[src/rtl/cdb_arbiter.sv]
// Common-data-bus arbiter: round-robin selection among functional-unit results,
// combinational yumi back to the winner, registered one-cycle CDB broadcast.
module cdb_arbiter #(
    parameter  int NUM_FU = 4,
    parameter  int DATA_W = 32,
    parameter  int TAG_W  = 6,
    localparam int PTR_W  = $clog2(NUM_FU)
) (
    input  logic                     clk_i,
    input  logic                     reset_i,
    input  logic [NUM_FU-1:0]        fu_valid_i,
    input  logic [NUM_FU*DATA_W-1:0] fu_data_i,
    input  logic [NUM_FU*TAG_W-1:0]  fu_tag_i,
    output logic [NUM_FU-1:0]        fu_yumi_o,
    input  logic                     cdb_stall_i,
    input  logic                     flush_i,
    output logic                     cdb_valid_o,
    output logic [DATA_W-1:0]        cdb_data_o,
    output logic [TAG_W-1:0]         cdb_tag_o,
    output logic [PTR_W-1:0]         cdb_src_o
);

    // Handshake: a unit's result is consumed in exactly the cycle where its
    // valid and its yumi bit are both high; yumi never rises without valid.

    logic [PTR_W-1:0]  ptr_q, ptr_d;
    logic              cdb_valid_q, cdb_valid_d;
    logic [DATA_W-1:0] cdb_data_q, cdb_data_d;
    logic [TAG_W-1:0]  cdb_tag_q, cdb_tag_d;
    logic [PTR_W-1:0]  cdb_src_q, cdb_src_d;

    logic [DATA_W-1:0] data_arr [NUM_FU];
    logic [TAG_W-1:0]  tag_arr  [NUM_FU];
    logic              en;
    logic              found;
    logic              grant;
    logic [PTR_W-1:0]  win;
    logic [PTR_W-1:0]  idx;

    always_comb begin
        for (int i = 0; i < NUM_FU; i++) begin
            data_arr[i] = fu_data_i[i*DATA_W +: DATA_W];
            tag_arr[i]  = fu_tag_i[i*TAG_W +: TAG_W];
        end
    end

    // Scan starts at the pointer and wraps, so the most recently served unit
    // is considered last.
    always_comb begin
        en    = !reset_i && !cdb_stall_i && !flush_i;
        found = 1'b0;
        win   = '0;
        idx   = '0;
        for (int i = 0; i < NUM_FU; i++) begin
            idx = PTR_W'((int'(ptr_q) + i) % NUM_FU);
            if (!found && fu_valid_i[idx]) begin
                found = 1'b1;
                win   = idx;
            end
        end
        grant = en && found;
    end

    always_comb begin
        fu_yumi_o = '0;
        if (grant) begin
            fu_yumi_o[win] = 1'b1;
        end
    end

    always_comb begin
        ptr_d       = ptr_q;
        cdb_valid_d = grant;
        cdb_data_d  = cdb_data_q;
        cdb_tag_d   = cdb_tag_q;
        cdb_src_d   = cdb_src_q;
        if (grant) begin
            ptr_d      = (int'(win) == NUM_FU - 1) ? '0 : win + PTR_W'(1);
            cdb_data_d = data_arr[win];
            cdb_tag_d  = tag_arr[win];
            cdb_src_d  = win;
        end
    end

    always_ff @(posedge clk_i) begin
        if (reset_i) begin
            ptr_q       <= '0;
            cdb_valid_q <= 1'b0;
            cdb_data_q  <= '0;
            cdb_tag_q   <= '0;
            cdb_src_q   <= '0;
        end else begin
            ptr_q       <= ptr_d;
            cdb_valid_q <= cdb_valid_d;
            cdb_data_q  <= cdb_data_d;
            cdb_tag_q   <= cdb_tag_d;
            cdb_src_q   <= cdb_src_d;
        end
    end

    assign cdb_valid_o = cdb_valid_q;
    assign cdb_data_o  = cdb_data_q;
    assign cdb_tag_o   = cdb_tag_q;
    assign cdb_src_o   = cdb_src_q;

endmodule

[config.mk]
export PLATFORM = sky130hd
export DESIGN_NAME = cdb_arbiter
export DESIGN_NICKNAME = d
export VERILOG_FILES = /design/src/rtl/cdb_arbiter.sv
export SDC_FILE = /design/constraint.sdc
export NUM_CORES = 1
export LEC_CHECK = 0
export BUFFER_PORTS_ARGS = -buffer_cell sky130_fd_sc_hd__buf_2
export CORE_AREA = 2 2 81 83
export CTS_CLUSTER_SIZE = 8
export DETAILED_ROUTE_END_ITERATION = 16
export DIE_AREA = 0 0 83 85
export PLACE_DENSITY = 0.79
export SLEW_MARGIN = 20
export SYNTH_ARGS = -nofsm -noshare
export SYNTH_HDL_FRONTEND = slang
export SYNTH_SLANG_ARGS = --single-unit
[constraint.sdc]
create_clock -name clk_i -period 2 [get_ports clk_i]
set_clock_uncertainty 0.1 [all_clocks]
set_input_delay 0.4 -clock clk_i [delete_from_list [all_inputs] [get_ports clk_i]]
set_output_delay 0.4 -clock clk_i [all_outputs]
set_load 0.01 [all_outputs]
# Yosys cells after proc, flatten, opt, wreduce, memory -nomap -nowiden
# Cells that the tools add are included.
[totals]
register_bits = 43
in_bits = 160
output_inout_bits = 45
[classes]
add_sub_neg = 4
n_lt_le_gt_ge = 7
eq_ne = 1
mux = 26
n_bitwise = 1
reduce_logical = 13
[ops]
columns = ["cell", "count"]
rows = [
  ["binary-select mux 32 bit (select 2 bit)", 1],
  ["two-way mux 32 bit", 2],
  ["less-than comparator 2 x 3 -> 1 bit (second input constant)", 5],
  ["binary-select mux 6 bit (select 2 bit)", 1],
  ["two-way mux 6 bit", 2],
  ["two-way mux 2 bit", 5],
  ["two-way mux 1 bit", 9],
  ["binary-select mux 1 bit (select 2 bit)", 4],
  ["logical AND 1 bit", 7],
  ["zero test 1 bit", 6],
  ["adder 2 x 1 -> 2 bit (second input constant)", 2],
  ["adder 2 bit (second input constant)", 2],
  ["two-way mux 4 bit", 1],
  [">= comparator 3 bit (second input constant)", 1],
  ["inverter 2 -> 3 bit", 1],
  ["demux 1 bit (select 2 bit)", 1],
  ["== test 2 x 1 -> 1 bit (second input constant)", 1],
  [">= comparator 2 x 1 -> 1 bit (second input constant)", 1],
]

# Longest topological paths before layout
[depth]
ltp_word = 17
ltp_mapped = 8
ltp_nobuf = 5

# Least setup slack after synthesis
# No wires, ideal clock.
[synth_timing]
path_type = "in2out"
startpoint = "input fu_valid_i[2]"
endpoint = "output fu_yumi_o[0]"
t_arrival_ns = 1.429
t_required_ns = 1.500
setup_slack_ns = 0.071
cell_stages = 6
n_path_buf = 2
path_cell_list = "or2b_1 > a21oi_1 > a211o_1 > buf_2 > buf_2 > nor2b_1"
[synth_between]
elab_chain_len = 17
elab_cells_between_ends = 29
[synth_lines]
columns = ["item", "line_no", "rtl"]
rows = [
  ["start, declared", "11", "input logic [NUM_FU-1:0] fu_valid_i,"],
  ["binary-select mux 1 bit (select 2 bit)", "56", "if (!found && fu_valid_i[idx]) begin"],
  ["two-way mux 1 bit (implied by the code)", "56", ""],
  ["two-way mux 1 bit", "56", ""],
  ["zero test 1 bit", "56", ""],
  ["logical AND 1 bit", "56", ""],
  ["two-way mux 1 bit", "56", ""],
  ["zero test 1 bit", "56", ""],
  ["logical AND 1 bit", "56", ""],
  ["two-way mux 1 bit", "56", ""],
  ["zero test 1 bit", "56", ""],
  ["logical AND 1 bit", "56", ""],
  ["two-way mux 2 bit", "56", ""],
  ["less-than comparator 2 x 3 -> 1 bit (implied by the code) or >= comparator 2 x 1 -> 1 bit (tied branches)", "67", "fu_yumi_o[win] = 1'b1;"],
  ["logical AND 1 bit (implied by the code)", "67", ""],
  ["two-way mux 1 bit (implied by the code)", "67", ""],
  ["demux 1 bit (select 2 bit)", "67", ""],
  ["two-way mux 4 bit *", "66", "if (grant) begin"],
  ["end, declared", "14", "output logic [NUM_FU-1:0] fu_yumi_o,"],
]
# Mark *: on every way between the ends. The rest lies on a longest branch, timed or not. The select of a mux whose other input is x is not followed.

# Worst setup path after layout
[layout_timing]
startpoint = "input fu_valid_i[0]"
endpoint = "output fu_yumi_o[3]"
# Same word-level chain as after synthesis.

==> reports/qor.txt <==
Crit-path max FO: 8
CTS tree: done
Drt drc: 0
Synth cell types: 27
Hold Path Cell Cnt: 3
Ant diodes: 0
Register area share after synthesis: 38.7%
Worst vdd ir: 0.303 mV
Antenna violations before repair: 0
Mapped Area: 0.00222 mm^2
Root Buffer: clkbuf_8
Initial DRC count: 246
Cells after synthesis: 226
Clock power frac: 30.3%
Fin Hold WS: 0.250 ns
Worst-case clock buffer depth: 2
Die H: 85 um
Via density per instance: 5.43
Highest clock rate: 0.491 GHz
LEAKAGE: 2.00 nW
Hold Path Class: primary input to register
Latest clock arrival within the worst-skew pair: 0.28 ns
Core region area: 0.00620 mm^2
Clk sinks: 43
Status: complete, but fails checks
Final min period: 2.04 ns
Layout cells sized above 1: 60.0%
Crit path required time: 1.50 ns
Num ports: 205
RSZ-0062 raised after global routing: true
Period Utilization, post-route: 102%
Seq cells post-synth: 43
Detail Route Antenna Nets: 0
Critical path data arrival time: 1.54 ns
Total Power Consumption: 2.26 mW
DP Area: 0.00341 mm^2
Slew Limit Fails: 0
Via count: 2871
Worst r2r path cells: 7
Dpl hpwl: 6470 um
Die width: 83 um
CP Launch Type: primary input
Power density over cell area: 594 mW/mm^2
Area Overhead vs Synth: 70.9%
Placed cells: 507
Syn_nets: 386
Cell Rows: 29
CTS buffer count: 5
Dominant cell type by area after synthesis: dfxtp_1
Asr flop ratio synth: 0%
Hold Vio Cnt, Final: 0
Detailed Routing Iterations Pass 1: 6
Die ar.: 0.00706 mm^2
Largest net degree at the start of global routing: 29
Routed wire length: 8700 um
Sequential share of power: 42.3%
Vias in the first global route: 2880
IO buf count: 204
Non-filler instance count after layout: 529
Slew margin rel.: 74.0%
GPL Wtd Cong: 0.835
Grt total ovfl: 0
Global-route wire length before repair: 13200 um
Number of synthesized flops with an enable pin: 0
# nets final: 611
Logic pwr share: 27.4%
Final setup margin: -0.0365 ns
Routed WL per cell: 16.4 um
Area contributors post-synth: dfxtp_1 39%, a222oi_1 17%, mux2i_1 17%, o21ai_0 7.2%, o21ai_1 2.3%
Crit path kind: primary input to output port
Switch share: 26.6%
Failing checks: negative setup slack
Yosys top cell area share: 38.7%
Measured slew at the worst slew-check pin: 0.388 ns
H-tree depth: 2
Switching component of the power: 601 uW
Setup TNS: -0.0690 ns
Syn. warnings: 0
Syn Area/Cell: 9.83 um^2
CP Capture Type: output port
Max-cap violation count: 0
Post-route cell area: 0.00380 mm^2
Total track usage: 22.9%
Top_reg_cell synth: dfxtp_1
Clock transition at path regs: 0.08 ns
Setup Viol. Count Final: 3
Cell Int Power: 1.66 mW
Starting Density: 35.8%
[path summary, 6_finish.rpt]
check	from	endpoint	slack, ns
max reg2reg	ptr_q[1]	cdb_data_o[22]	0.13
min	fu_data_i[112]	cdb_data_o[16]	0.25
min reg2reg	cdb_src_o[0]	cdb_src_o[0]	0.38
max	fu_valid_i[0]	fu_yumi_o[3]	-0.04
[critical path, stage by stage]
cell	delay, ns
buf_8	0.09
nor2_4	0.04
a211o_4	0.35
a2111oi_4	0.30
clkbuf_16	0.24
buf_6	0.10
[cell families after synthesis]
kind of cell,after synthesis,synth area share [%]
compound gates,95,32.0
flops,43,38.7
mux,38,17.1
buf+inv,29,7.09
simple gates,21,5.07
[power groups by stage]
stage	registers, mW	logic, mW	clock network (mW)
detailed placement	0.972	0.561	0
floorplan	0.996	0.241	0
finish	0.954	0.619	0.684
global placement	0.970	0.545	0
global route	0.960	0.669	0.740
CTS	0.952	0.605	0.706
[Yosys cell counts (2+ instances only)]
cell type and instances:
mux2i_1 38, inv_1 6, buf_4 3, clkbuf_1 7, buf_2 9, dfxtp_1 43
o21ai_0 32, buf_6 3, a222oi_1 38, a21oi_1 9, o21ai_1 10, nand2_1 4
nand2b_1 3, a211oi_1 2, nor2_1 7
[repair_timing]
| action | in CTS | in global routing |
|---|---|---|
| gates cloned | 1 | 0 |
| pin swaps | 7 | 2 |
| hold buffers | 0 | 0 |
| setup endpoints to repair | 3 | 3 |
| buffers inserted | 11 | 2 |
| gates resized for setup | 28 | 12 |
[cell usage in the layout (no fill, tap or decap), drive strengths merged]
| cell type | n |
|---|---|
| or2b | 1 |
| clkinv | 1 |
| a211o | 2 |
| bufinv | 1 |
| a211oi | 2 |
| nand2b | 3 |
| bufbuf | 1 |
| mux2i | 38 |
| nor2b | 1 |
| o21ai | 42 |
| nand3 | 1 |
| clkbuf | 7 |
| inv | 6 |
| nor4 | 1 |
| buf | 239 |
| and2 | 1 |
| dfxtp | 43 |
| nor4b | 1 |
| nand2 | 4 |
| a2111oi | 1 |
| a222oi | 38 |
| o22ai | 1 |
| a21oi | 9 |
| nor2 | 8 |
[per-stage QoR]
stage	util [%]	worst slack, ns
after floorplan	-	0.0707
after global placement	55.0	-0.140
after detailed placement	55.0	-0.156
after CTS	60.2	0.00374
after global routing	61.2	-0.0981
final	61.2	-0.0365
[sequential cells by signal (all words and copies together) (netlist names)]
name         cells
cdb_data_o      32
cdb_tag_o        6
cdb_src_o        2
ptr_q            2
cdb_valid_o      1
[layout make-up]
cell class	instances	area, um^2
tap	77	96.3
inverter	6	22.5
sequential	43	866
timing repair buffer	241	1410
multi-input combinational	154	1280
clock buffer	6	82.6
clock inverter	2	35.0
fill	522	2410
[layer usage]
metal | wire length (um) | GRT usage (%)
met1 | 3130 | 25.2
met2 | 4670 | 43.5
met3 | 777 | 4.09
met4 | 119 | 8.49
met5 | 0 | 0
(Power assumes the default switching activity.)
